File: config.mk
export PLATFORM = sky130hd
export DESIGN_NAME = pipeline_sequencer
export DESIGN_NICKNAME = d
export VERILOG_FILES = /design/src/rtl/pipeline_sequencer.sv
export SDC_FILE = /design/constraint.sdc
export NUM_CORES = 1
export LEC_CHECK = 0
export ABC_AREA = 0
export BUFFER_PORTS_ARGS = -buffer_cell sky130_fd_sc_hd__buf_2
export CORE_MARGIN = 3
export CORE_UTILIZATION = 39
export DETAILED_ROUTE_END_ITERATION = 10
export GPL_TIMING_DRIVEN = 0
export PLACE_DENSITY = 0.74
export SETUP_SLACK_MARGIN = 0.05
export SLEW_MARGIN = 30
export SYNTH_ARGS = -nofsm -noshare
export SYNTH_HDL_FRONTEND = slang
export SYNTH_SLANG_ARGS = --single-unit
File: constraint.sdc
create_clock -name clk -period 1.4 [get_ports clk]
set_input_delay 0.14 -clock clk [delete_from_list [all_inputs] [get_ports clk]]
set_output_delay 0.14 -clock clk [all_outputs]
set_load 0.02 [all_outputs]
File: src/rtl/pipeline_sequencer.sv
// Run-control and hazard sequencer for a 5-stage pipeline: owns the PC, fetch select,
// per-stage valid bits, load-use stalls and writeback enable, with start/halt/resume/step control.
module pipeline_sequencer #(
    parameter int IMW = 4,
    parameter int RFW = 5
) (
    input  logic           clk,
    input  logic           reset,
    input  logic           start,
    input  logic [IMW-1:0] start_pc,
    input  logic           resume,
    input  logic           step,
    input  logic           halt_req,
    input  logic [RFW-1:0] id_reg1,
    input  logic [RFW-1:0] id_reg2,
    input  logic           id_uses_reg2,
    input  logic [RFW-1:0] ex_wreg,
    input  logic           ex_is_load,
    output logic [IMW-1:0] pc,
    output logic           im_cs,
    output logic           if_id_en,
    output logic           id_exe_bubble,
    output logic           valid_id,
    output logic           valid_exe,
    output logic           valid_mem,
    output logic           valid_wb,
    output logic           rf_we_e,
    output logic           busy,
    output logic [2:0]     state
);

    typedef enum logic [2:0] {
        ST_IDLE   = 3'd0,
        ST_RUN    = 3'd1,
        ST_DRAIN  = 3'd2,
        ST_HALTED = 3'd3,
        ST_STEP   = 3'd4
    } state_t;

    state_t         state_q, state_d;
    logic [IMW-1:0] pc_q, pc_d;
    // Stage valid bits: [0]=ID, [1]=EXE, [2]=MEM, [3]=WB
    logic [3:0]     valid_q, valid_d;
    logic           fetch;
    logic           stall;
    logic           haz_reg1;
    logic           haz_reg2;

    assign fetch    = ((state_q == ST_RUN) && !halt_req) || (state_q == ST_STEP);
    assign haz_reg1 = (ex_wreg == id_reg1);
    assign haz_reg2 = id_uses_reg2 && (ex_wreg == id_reg2);
    assign stall    = valid_q[0] && valid_q[1] && ex_is_load && (ex_wreg != '0)
                      && (haz_reg1 || haz_reg2);

    // A stall holds the ID instruction in place and injects a bubble into EXE.
    assign valid_d[0] = stall ? valid_q[0] : fetch;
    assign valid_d[1] = stall ? 1'b0 : valid_q[0];

    generate
        for (genvar gi = 2; gi < 4; gi++) begin : g_valid_shift
            assign valid_d[gi] = valid_q[gi-1];
        end
    endgenerate

    always_comb begin
        state_d = state_q;
        pc_d    = pc_q;
        if (fetch && !stall) begin
            pc_d = pc_q + 1'b1;
        end
        case (state_q)
            ST_IDLE: begin
                if (start) begin
                    state_d = ST_RUN;
                    pc_d    = start_pc;
                end
            end
            ST_RUN: begin
                if (halt_req) begin
                    state_d = ST_DRAIN;
                end
            end
            ST_DRAIN: begin
                if (valid_q == 4'b0000) begin
                    state_d = ST_HALTED;
                end
            end
            ST_HALTED: begin
                if (start) begin
                    state_d = ST_RUN;
                    pc_d    = start_pc;
                end else if (resume) begin
                    state_d = ST_RUN;
                end else if (step) begin
                    state_d = ST_STEP;
                end
            end
            ST_STEP: begin
                // Stay until the stepped instruction is actually accepted into ID.
                if (!stall) begin
                    state_d = ST_DRAIN;
                end
            end
            default: begin
                state_d = ST_IDLE;
            end
        endcase
    end

    always_ff @(posedge clk) begin
        if (reset) begin
            state_q <= ST_IDLE;
            pc_q    <= '0;
            valid_q <= '0;
        end else begin
            state_q <= state_d;
            pc_q    <= pc_d;
            valid_q <= valid_d;
        end
    end

    assign pc            = pc_q;
    assign im_cs         = fetch;
    assign if_id_en      = !stall;
    assign id_exe_bubble = stall;
    assign valid_id      = valid_q[0];
    assign valid_exe     = valid_q[1];
    assign valid_mem     = valid_q[2];
    assign valid_wb      = valid_q[3];
    assign rf_we_e       = valid_q[3];
    assign busy          = (state_q == ST_RUN) || (state_q == ST_DRAIN) || (state_q == ST_STEP);
    assign state         = state_q;

endmodule

# == Word level (Yosys, flattened, before mapping) ==
# Cells that the tools add are included.
# word_totals
ff_bits,11
wordCells,47
input_bits,27
# classes
mux,11
reduce_logical,19
n_addsub,1
eq_ne,11
# ops
operator,n
$mux W3,7
$pmux W3 S5,1
$mux W4,3
$eq A5 B5 Y1,2
$ne A2 B2 Y1 const B,4
$logic_and A1 B1 Y1,7
$eq A3 B2 Y1 const B,2
$reduce_and A5 Y1,1
$reduce_bool A5 Y1,1
$add A4 B1 Y4 const B,1
$logic_not A4 Y1,1
$logic_or A1 B1 Y1,4
$ne A4 B4 Y1 const B,1
$reduce_or A2 Y1,2
$eq A3 B1 Y1 const B,1
$eq A3 B3 Y1 const B,1
$logic_not A3 Y1,1
$logic_not A1 Y1,2

# == Longest topological paths before layout ==
# depth
depth_word,9
depth_mapped,6
depth_no_buf,6

# == Worst setup path after synthesis ==
# OpenSTA, ideal clock, no wires.
# synth_path
path_type,reg2reg
from,register state_q[2] (netlist: state[2])
to,register pc_q[3] (netlist: pc[3])
path_stages_with_launch,5
required_time_ps,1297
setup_slack_ps,-298
setup_time_ps,103
synth_period_minus_slack_ps,1698
t_arrival_ps,1594
n_path_buf,0
cell_sequence,dfxtp_1 -> or3b_1 -> a21oi_4 -> o211ai_2 -> a2111oi_2
# synth_between
elab_chain_len,7
word_cells_on_any_way,11
# synth_lines
element,line,rtl
from (decl),40,"state_t state_q, state_d;"
from (signal assigned),116,state_q <= state_d;
$eq A3 B1 Y1,49,assign fetch = ((state_q == ST_RUN) && !halt_req) || (state_q == ST_STEP);
$logic_and A1 B1 Y1,49,
$logic_or A1 B1 Y1 (*),49,
named net im_cs,20,"output logic im_cs,"
$logic_and A1 B1 Y1 (*),68,if (fetch && !stall) begin
$mux W4 (*),68,
$mux W4,"73, 89",
$mux W4 (*),--,
to (signal assigned),117,pc_q <= pc_d;
to (decl),41,"logic [IMW-1:0] pc_q, pc_d;"
# Mark *: on every way through the listed nets, which the timed path passes. The rest lies on a longest branch.
# A chain may end at the register's enable or synchronous reset.

# == Worst setup path in the final report ==
# layout_path
from,register state_q[0] (netlist: state[0])
to,register pc_q[0] (netlist: pc[0])
# layout_between
elab_chain_len,7
word_cells_on_any_way,11
# layout_lines
element,line
$eq A3 B1 Y1,49
$logic_and A1 B1 Y1,49
$logic_or A1 B1 Y1,49
$logic_and A1 B1 Y1,68
$mux W4,68
$mux W4,"73, 89"
$mux W4 (*),--
# Every way passes the cells marked *; elsewhere a longest branch is shown, timed or not.

==> flow_summary.toml <==
[floorplanning]
core_region_area_um2 = 1840
dieWidth_um = 51.7
dieArea_um2 = 2680
die_h_um = 51.7
num_rows = 15
initial_core_util = 0.444
pin_count = 43

[grt]
grt_max_degree = 11
antenna_found_initial = 0
grt-ovfl-total = 0
grt_pass1_wl_mm = 3.83
track_usage = 0.187
grt_pass1_vias = 880

[power_and_ir_drop]
power_frac_seq = 0.360
clockPowerShare = 0.213
p_leak_nw = 0.561
comb_power_share = 0.428
total_power_mw = 1.03
swShare = 0.355
vdd_ir_drop_max_mv = 0.664
switching_power_uw = 365
cellPowerDensity_nw_per_um2 = 797
power.internal_uw = 661

[synth]
synth_top_area_share = 0.270
syn_inst = 94
ys_warn_count = 0
synth_fa_ha_area_frac = 0.0153
syn-num-nets = 122
synth_compound_area_frac = 0.311
syn_avg_cell_area_um2 = 8.68
synth_area_leaders = "dfxtp_1 27%, xnor2_1 12%, nor2_1 4.1%"
ys.flop_type = "dfxtp_1"
synth_top_family_by_area = "compound AO/OA/AOI/OAI gates"
yosys.area_share.simple = 0.236
yosysSeqAreaShare = 0.270
async_reset_ff_frac = 0
syn_area_um2 = 816
yosys.area.top_type = "dfxtp_1"
synth_cell_types = 40
synth-edff-count = 0
synth_seq_cells = 11
yosys.area_share.xor_xnor = 0.118
ys_top_cells_by_count = "11 x dfxtp_1, 11 x xnor2_1, 9 x nor2_1, 6 x a21oi_1"
synth.mux.area_fraction = 0.0138

[sta]
skew_ns = 0.00740
setup_viol = 9
fmax_ghz = 0.667
hold_violations = 0
period_minus_slack_ns = 1.50
worstMarginPinSlew_ns = 0.521
grt_setup_unrepaired = "true"
slew_violations = 0
min_period_over_period = 1.07
slew_headroom = 0.653
fin_ws_ns = -0.100

[critical_path]
cp-end-kind = "register"
crit_chain = "or3b_4 -> a21oi_4 -> buf_6 -> nor2_1 -> a31oi_1 -> o221ai_1"
critical_path.max_stage_delay_ns = 0.39
start_kind = "register"
worst-setup-path-type = "register to register"
critPathSlowestCell = "or3b_4"
crit_fanout = 6
critical_path_arrival_ns = 1.64
cp.required_ns = 1.54

[detailed_routing]
first_pass_iters = 4
vias_per_cell = 5.40
drt_iter0_drc = 9
drcViolationCount = 0
vias = 940
antenna_left = 0
wl_per_cell_um = 13.3
routed_wl_mm = 2.32

[clock_network]
cts_tree = "built"
numCtsBuffers = 3
clk_pin_slew_ns = 0.08
htree_levels = 1
ctsHoldBuffers = 0
clk_latency_ns = 0.27
clk_path_buf_depth = 2
cts.sinks = 11
cts_root_buffer = "clkbuf_4"

[worst_hold_path]
hp-class = "input pin to register"

[layout]
antenna_cells = 0
area_growth_pct = 57.8
nNetsFinal = 178
layout-drive-gt1-share = 0.523

[run_status]
status = "finished with violations"
violations = "setup timing"

[placement]
place_ws_ns = -0.283
dp_hpwl_mm = 1.72
portBuffers = 42
gp_congestion = 0.805

[job]
drv_cap = 0
[state kept, by name, summed over array words and instances, names as in the netlist]
| name | flops |
|---|---|
| pc | 4 |
| state | 3 |
| valid_q | 4 |
[cell families (layout without fill, tap and decap cells)]
kind of cell             Yosys count  count (layout)
AND/OR/NAND/NOR                   34              34
flip-flops                        11              11
multiplexers                       1               1
adder cells (fa/ha/maj)            1               1
XOR/XNOR                          11              11
buffers and inverters              6              61
AO/OA/AOI/OAI                     30              30
[metal layers]
| metal | wire (um) | GRT usage | vias to the layer above |
|---|---|---|---|
| met1 | 927 | 0.206 | 437 |
| met4 | 14 | 0.0786 | 0 |
| met2 | 1180 | 0.337 | 38 |
| met5 | 0 | 0 | - |
| li1 | - | - | 463 |
| met3 | 196 | 0.0458 | 2 |
[cell usage in the layout (no fill, tap or decap), drive strengths merged, types with 4 or more instances in the layout]
cell	count
nand3	4
dfxtp	11
a21oi	7
nor2	9
o21bai	4
clkbuf	5
xnor2	11
buf	54
nand2	5
[power groups by stage]
stage / clock network [mW] / registers, mW / logic, mW
2_1_floorplan: 0 / 0.408 / 0.207
3_3_place_gp: 0 / 0.374 / 0.355
3_5_place_dp: 0 / 0.376 / 0.365
4_1_cts: 0.223 / 0.368 / 0.404
5_1_grt: 0.239 / 0.374 / 0.475
6_report: 0.218 / 0.369 / 0.439
[final timing paths]
check	startpoint	end	slack [ns]	cells after the start
hold reg to reg	valid_q[2]	valid_q[3]	0.48	1
hold / removal	start_pc[0]	pc[0]	0.16	3
setup / recovery	state[0]	pc[0]	-0.10	6
setup reg to reg	state[0]	pc[0]	-0.10	6
[critical path: cells and delay by family (launching register included)]
| family | cells | cell delay, ns |
|---|---|---|
| AO/OA/AOI/OAI | 3 | 0.45 |
| AND/OR/NAND/NOR | 2 | 0.43 |
| flip-flops | 1 | 0.35 |
| buffers and inverters | 1 | 0.14 |
[through the flow]
stage          instance area [um2]  hold WS (ns)  cells  utilization  TNS, ns
6_report                      1290         0.162    174        0.700   -0.411
2_1_floorplan                  847         0.310     94            -   -0.422
3_3_place_gp                  1090         0.440    161        0.592    -1.59
5_1_grt                       1290         0.173    174        0.700   -0.955
3_5_place_dp                  1090         0.442    161        0.592    -1.66
4_1_cts                       1230         0.158    171        0.667   -0.534
[repair_timing]
| action | CTS | global route |
|---|---|---|
| gates resized for setup | 18 | 6 |
| setup buffers | 6 | 3 |
| pin swaps | 6 | 4 |
| endpoints found under the setup margin | 9 | 11 |
[layout make-up]
type	instances	area [um2]
Fill cell	163	552
Inverter	2	10.0
Tap cell	25	31.3
Buffer	4	30.0
Clock buffer	4	26.3
Timing Repair Buffer	51	319
Sequential cell	11	228
Multi-Input combinational cell	77	643
Power figures use the tool's default switching activity.
